**src/rtl/decred_sched_pkg.sv**
```systemverilog
// Shared types and constants for the nonce scheduler.
// FSM encoding, nonce width and default slice size.
package decred_sched_pkg;

  localparam int NONCE_W        = 32;
  localparam int DEF_SLICE_SIZE = 256;

  typedef enum logic [1:0] {
    IDLE,
    DISPATCH,
    DRAIN,
    DONE
  } sched_state_e;

endpackage

```
**src/rtl/rr_arbiter.sv**
```systemverilog
// Round-robin arbiter with one-hot grant.
// Priority starts one past the last advanced winner.
module rr_arbiter #(
  parameter int N = 4
) (
  input  logic         clk,
  input  logic         rst_n,
  input  logic [N-1:0] req,
  input  logic         advance,
  output logic [N-1:0] grant
);

  localparam int IW = (N > 1) ? $clog2(N) : 1;
  localparam logic [IW-1:0] LAST_INIT = IW'(N - 1);

  logic [IW-1:0] last_q, last_d;
  logic [IW-1:0] cand, win;
  logic          found;

  // scan from last winner + 1, wrapping, pick first requester
  always_comb begin
    grant = '0;
    found = 1'b0;
    cand  = '0;
    win   = last_q;
    for (int i = 1; i <= N; i++) begin
      cand = (int'(last_q) + i >= N) ?
             IW'(int'(last_q) + i - N) :
             IW'(int'(last_q) + i);
      if (!found && req[cand]) begin
        found = 1'b1;
        win   = cand;
      end
    end
    if (found) grant[win] = 1'b1;
    last_d = (advance && found) ? win : last_q;
  end

  // pointer reset so unit 0 wins first
  always_ff @(posedge clk or negedge rst_n) begin
    if (!rst_n) last_q <= LAST_INIT;
    else        last_q <= last_d;
  end

endmodule

```
**src/rtl/nonce_scheduler.sv**
```systemverilog
// Nonce range scheduler: slices a job across hash units, collects solutions.
// Optional NONCE_SCHED_STATS_EN adds slice/solution counters.
module nonce_scheduler
  import decred_sched_pkg::*;
#(
  parameter int NUM_UNITS  = 4,
  parameter int SLICE_SIZE = DEF_SLICE_SIZE
) (
  input  logic                           M1_CLK,
  input  logic                           EXT_RESET_N,
  input  logic                           start,
  input  logic                           abort,
  input  logic [NONCE_W-1:0]             nonce_base,
  input  logic [NONCE_W-1:0]             nonce_limit,
  input  logic [NUM_UNITS-1:0]           unit_ready,
  output logic [NUM_UNITS-1:0]           unit_load,
  output logic [NONCE_W-1:0]             unit_first,
  output logic [NONCE_W-1:0]             unit_last,
  input  logic [NUM_UNITS-1:0]           unit_sol_valid,
  input  logic [NUM_UNITS*NONCE_W-1:0]   unit_sol_nonce,
  output logic [NUM_UNITS-1:0]           unit_sol_ack,
  output logic                           sol_valid,
  output logic [NONCE_W-1:0]             sol_nonce,
  input  logic                           sol_read,
  output logic                           busy,
  output logic                           done,
  output logic                           irq,
  output logic [31:0]                    stat_slices,
  output logic [31:0]                    stat_solutions
);

  localparam logic [NONCE_W:0]   SPAN = (NONCE_W+1)'(SLICE_SIZE - 1);
  localparam logic [NONCE_W-1:0] STEP = NONCE_W'(SLICE_SIZE);

  sched_state_e state_q, state_d;

  logic [NONCE_W-1:0]   next_q, next_d;
  logic [NONCE_W-1:0]   limit_q, limit_d;
  logic [NUM_UNITS-1:0] load_q, load_d;
  logic [NONCE_W-1:0]   first_q, first_d;
  logic [NONCE_W-1:0]   last_q, last_d;
  logic                 done_q, done_d;
  logic                 sval_q, sval_d;
  logic [NONCE_W-1:0]   snonce_q, snonce_d;

  logic [NUM_UNITS-1:0] d_req, d_gnt;
  logic [NUM_UNITS-1:0] s_req, s_gnt;
  logic [NONCE_W:0]     sum;
  logic [NONCE_W-1:0]   last_c;

  // 33-bit slice end, clamped to the job limit
  always_comb begin
    sum    = {1'b0, next_q} + SPAN;
    last_c = (sum > {1'b0, limit_q}) ? limit_q : sum[NONCE_W-1:0];
  end

  // units loaded last cycle may still show ready, so mask them
  always_comb begin
    d_req = '0;
    if (state_q == DISPATCH && !abort) d_req = unit_ready & ~load_q;
  end

  rr_arbiter #(.N(NUM_UNITS)) u_disp_arb (
    .clk     (M1_CLK),
    .rst_n   (EXT_RESET_N),
    .req     (d_req),
    .advance (|d_gnt),
    .grant   (d_gnt)
  );

  // job FSM next state and slice outputs
  always_comb begin
    state_d = state_q;
    next_d  = next_q;
    limit_d = limit_q;
    load_d  = '0;
    first_d = first_q;
    last_d  = last_q;
    done_d  = 1'b0;
    if (abort) begin
      state_d = IDLE;
    end else begin
      unique case (state_q)
        IDLE: begin
          if (start) begin
            next_d  = nonce_base;
            limit_d = nonce_limit;
            state_d = (nonce_limit < nonce_base) ? DONE : DISPATCH;
          end
        end
        DISPATCH: begin
          if (|d_gnt) begin
            load_d  = d_gnt;
            first_d = next_q;
            last_d  = last_c;
            if (last_c == limit_q) state_d = DRAIN;
            else                   next_d  = next_q + STEP;
          end
        end
        DRAIN: begin
          if ((&unit_ready) && (load_q == '0)) state_d = DONE;
        end
        DONE: begin
          done_d  = 1'b1;
          state_d = IDLE;
        end
        default: state_d = IDLE;
      endcase
    end
  end

  // job state and registered slice strobes
  always_ff @(posedge M1_CLK or negedge EXT_RESET_N) begin
    if (!EXT_RESET_N) begin
      state_q <= IDLE;
      next_q  <= '0;
      limit_q <= '0;
      load_q  <= '0;
      first_q <= '0;
      last_q  <= '0;
      done_q  <= 1'b0;
    end else begin
      state_q <= state_d;
      next_q  <= next_d;
      limit_q <= limit_d;
      load_q  <= load_d;
      first_q <= first_d;
      last_q  <= last_d;
      done_q  <= done_d;
    end
  end

  // a capture slot opens when empty or being read this cycle
  always_comb begin
    s_req = '0;
    if (!sval_q || sol_read) s_req = unit_sol_valid;
  end

  rr_arbiter #(.N(NUM_UNITS)) u_sol_arb (
    .clk     (M1_CLK),
    .rst_n   (EXT_RESET_N),
    .req     (s_req),
    .advance (|s_gnt),
    .grant   (s_gnt)
  );

  // host solution register update
  always_comb begin
    snonce_d = snonce_q;
    sval_d   = sval_q;
    for (int i = 0; i < NUM_UNITS; i++) begin
      if (s_gnt[i]) snonce_d = unit_sol_nonce[i*NONCE_W +: NONCE_W];
    end
    if (|s_gnt)        sval_d = 1'b1;
    else if (sol_read) sval_d = 1'b0;
  end

  // solution register flops
  always_ff @(posedge M1_CLK or negedge EXT_RESET_N) begin
    if (!EXT_RESET_N) begin
      sval_q   <= 1'b0;
      snonce_q <= '0;
    end else begin
      sval_q   <= sval_d;
      snonce_q <= snonce_d;
    end
  end

`ifdef NONCE_SCHED_STATS_EN
  logic [31:0] slices_q, slices_d;
  logic [31:0] sols_q, sols_d;

  // count visible loads and acknowledged captures
  always_comb begin
    slices_d = slices_q + ((|load_q) ? 32'd1 : 32'd0);
    sols_d   = sols_q + ((|s_gnt) ? 32'd1 : 32'd0);
  end

  // statistics counters, cleared only by reset
  always_ff @(posedge M1_CLK or negedge EXT_RESET_N) begin
    if (!EXT_RESET_N) begin
      slices_q <= '0;
      sols_q   <= '0;
    end else begin
      slices_q <= slices_d;
      sols_q   <= sols_d;
    end
  end

  assign stat_slices    = slices_q;
  assign stat_solutions = sols_q;
`else
  assign stat_slices    = '0;
  assign stat_solutions = '0;
`endif

  assign unit_load    = load_q;
  assign unit_first   = first_q;
  assign unit_last    = last_q;
  assign unit_sol_ack = EXT_RESET_N ? s_gnt : '0;
  assign sol_valid    = sval_q;
  assign sol_nonce    = snonce_q;
  assign busy         = (state_q == DISPATCH) || (state_q == DRAIN);
  assign done         = done_q;
  assign irq          = sval_q | done_q;

endmodule

```
**config.mk**
```make
export PLATFORM = sky130hd
export DESIGN_NAME = nonce_scheduler
export DESIGN_NICKNAME = d
export VERILOG_FILES = /design/src/rtl/decred_sched_pkg.sv /design/src/rtl/rr_arbiter.sv /design/src/rtl/nonce_scheduler.sv
export SDC_FILE = /design/constraint.sdc
export NUM_CORES = 1
export LEC_CHECK = 0
export CAP_MARGIN = 20
export CORE_MARGIN = 2
export CORE_UTILIZATION = 44
export DETAILED_ROUTE_END_ITERATION = 8
export PLACE_DENSITY = 0.82
export SYNTH_ARGS = -nofsm -noshare
export SYNTH_HDL_FRONTEND = slang
export SYNTH_SLANG_ARGS = --single-unit
export TNS_END_PERCENT = 30
```
**constraint.sdc**
```tcl
create_clock -name M1_CLK -period 5.36 [get_ports M1_CLK]
set_input_delay 1.608 -clock M1_CLK [delete_from_list [all_inputs] [get_ports M1_CLK]]
set_output_delay 1.608 -clock M1_CLK [all_outputs]
set_load 0.01 [all_outputs]
```
==> flow_summary.ini <==
[clocking]
cts_max_level = 4
post_cts_buffers = 0
clock_latency_ns = 0.43
cts_buffers = 17
cts_sinks = 172
clk_pin_slew_ns = 0.07
clk_path_buf_depth = 2
root_buffer = clkbuf_16
cts_tree = built

[floorplanning]
fp.dieW_um = 172.9
die_h_um = 172.9
core_area_um2 = 27930
initial_utilization_pct = 44.96
die_area_um2 = 29910
rows = 61
ios = 377

[worst_setup_path]
critPathCaptureType = primary output
cp_num_buf_inv = 3
critical-path-slowest-cell = mux4_2
path_max_fanout = 7
path_cells = clkdlybuf4s50_1 > mux4_2 > nand2_4 > buf_6 > o21ai_0 > and3_1 > o22a_4 > nor3b_1 > clkbuf_2
arrival_ns = 3.67
path_delay_family = buffers and inverters
critPathKind = input pin to primary output
slowest_delay_ns = 0.50
worstSetupStartpointType = input pin
worstPathRequired_ns = 3.75

[placement]
io_buffer_count = 312
hpwlAfterDp_um = 35240
gp_congestion = 0.9451
place_area_um2 = 16340

[timing]
hold_viol = 0
period_share_pct = 98.40
fmax_ghz = 0.1896
setup_viol = 0
finClkSkew_ns = 0.01254
tightest_slew_ns = 0.9690
maxSlewHeadroom_pct = 35.40
rsz0062_at_grt = true
whs_ns = 0.4814
fin_crit_ns = 5.274
slew_viol_final = 0

[global_route]
overflow = 0
grt_max_degree = 113
grt_antenna_before_repair = 2
first_global_vias = 11486
grt_pass1_wl_um = 66860
grtUsageTotal_pct = 28.64

[power]
leakage_nw = 7.604
sw_frac_of_total_pct = 45.11
internal-power_w = 0.005624
p_comb_share_pct = 61.9
p_clk_share_pct = 12.7
power.total_w = 0.01025
p_sw_w = 0.004622
max-vdd-ir-drop_uv = 337.8
seqPwrFrac_pct = 25.5
powerDensity_nw_per_um2 = 602.8

[logic_synthesis]
netlist_top_cells_area = dfrtp_1 33%, mux2_2 7.6%, ha_1 7.0%
ys_warn_count = 0
synth_top_area_cell = dfrtp_1
synth-seq-area-share_pct = 34.31
postSynthCellCount = 1404
syn_avg_cell_area_um2 = 8.945
synth_ff_type = dfrtp_1
yosysUniqueCellTypes = 86
netlist.area_leader.share_pct = 33.48
synth_area_um2 = 12560
ys_ff_latch = 172
synthArstFlopShare_pct = 100.0
synth_edf_count = 0

[layout]
utilization_pct = 60.84
final_cell_mix = 306 x clkdlybuf4s50_1, 168 x nand2_1, 168 x dfrtp_1
final_common_cell = clkdlybuf4s50_1
post_route_cells_drive_above_1_share_pct = 14.61
final_cell_area_um2 = 17000
fin_nets = 2021
area_growth_pct = 35.34

[route]
viasPerCell = 5.508
drt_iter0_markers = 951
wl_met1_um = 18000
vias = 11788
drt-wirelength-per-cell_um = 20.36
ant_nets = 0
dr.max_layer_used = met4
drt-total-wl_um = 43580
wl_met3_um = 2727
dr_wl_met2_um = 21840
drc = 0
drt_pre_antenna_iters = 5

[flow_run]
drv_cap = 0

[outcome]
status = finished clean

[worst_hold_path]
hold_class = flip-flop to flip-flop
## per-layer routing
layer | global-route usage, % | up-vias
li1 | - | 5558
met1 | 36.45 | 5689
met2 | 50.38 | 485
met3 | 4.573 | 56
met4 | 7.910 | 0
met5 | 0 | -
## state kept, by name, indices dropped and copies added (netlist names), 4 cells and up
| signal | count |
|---|---|
| unit_first | 32 |
| unit_load | 4 |
| unit_last | 32 |
| next_q | 32 |
| limit_q | 32 |
| sol_nonce | 32 |
## power groups by stage
stage	Clock, W	Sequential [W]	Combinational [W]
floorplan	0	0.00250	0.00378
global placement	0	0.00257	0.00613
detailed placement	0	0.00260	0.00625
CTS	0.00131	0.00258	0.00629
global route	0.00137	0.00268	0.00690
finish	0.00130	0.00261	0.00634
## path summary, 6_finish.rpt
check / startpoint / endpoint / slack [ns] / depth (start not counted)
setup / recovery: unit_sol_valid[1] / unit_sol_ack[2] / 0.09 / 9
hold / removal: sol_nonce[29] / sol_nonce[29] / 0.48 / 2
setup reg to reg: next_q[1] / next_q[14] / 0.22 / 21
hold reg to reg: sol_nonce[29] / sol_nonce[29] / 0.48 / 2
max in group asynchronous: EXT_RESET_N / unit_first[21] / 2.78 / 3
min in group asynchronous: EXT_RESET_N / sol_nonce[3] / 1.02 / 1
## kinds of logic after synthesis
logic type,count (synthesis),share of synthesized area (%)
buffers and inverters,240,9.505
adder cells (fa/ha/maj),70,6.974
AO/OA/AOI/OAI,330,16.59
XOR/XNOR,55,4.772
flip-flops,172,34.31
other,1,0.02986
multiplexers,130,11.34
AND/OR/NAND/NOR,406,16.48
## synth_stat cells (all sizes together) (5+ instances only)
| master | instances |
|---|---|
| a32o | 5 |
| nor4b | 5 |
| nand3 | 31 |
| o211ai | 12 |
| xor2 | 15 |
| o21ai | 150 |
| ha | 70 |
| a21o | 28 |
| nand2b | 10 |
| mux2i | 41 |
| a211oi | 6 |
| or3 | 12 |
| inv | 90 |
| dfrtp | 168 |
| nor3b | 6 |
| buf | 91 |
| xnor2 | 32 |
| mux2 | 88 |
| o2111ai | 5 |
| a21oi | 53 |
| a2111oi | 6 |
| nor2 | 64 |
| or2 | 5 |
| a31oi | 10 |
| xnor3 | 8 |
| nand4 | 29 |
| nand2 | 170 |
| or4 | 5 |
| and4 | 7 |
| nor2b | 7 |
| nor3 | 24 |
| nor4 | 12 |
| and3 | 6 |
| clkbuf | 58 |
| a32oi | 7 |
## worst min-delay path: stages (launching register included)
cell	delay, ns
dfrtp_1	0.34
nand2_1	0.05
o21ai_0	0.06
## through the flow
stage                     setup TNS [ns]  cells  worst slack [ns]
final                                  0   2140           0.08553
after global routing            -0.06175   2139          -0.06175
after CTS                              0   2136          0.009191
after detailed placement          -1.180   2104           -0.3171
after global placement            -1.163   2104           -0.3264
after floorplan                        0   1467           0.02374
## area by class of cell
cell class | count | area (um2)
Antenna cell | 3 | 7.507
Timing Repair Buffer | 409 | 3896
Clock buffer | 18 | 439.2
Inverter | 91 | 341.6
Clock inverter | 14 | 175.2
Sequential cell | 172 | 4309
Multi-Input combinational cell | 1055 | 7355
Tap cell | 378 | 473.0
Fill cell | 2395 | 10940
## timing repair
item	CTS	global route
cloned	0	0
gates resized for setup	6	14
pin swaps	1	4
endpoints found under the hold margin	0	0
setup endpoints to repair	4	23
hold buffers	0	0
Note: power is estimated with default switching activity, not from simulation.
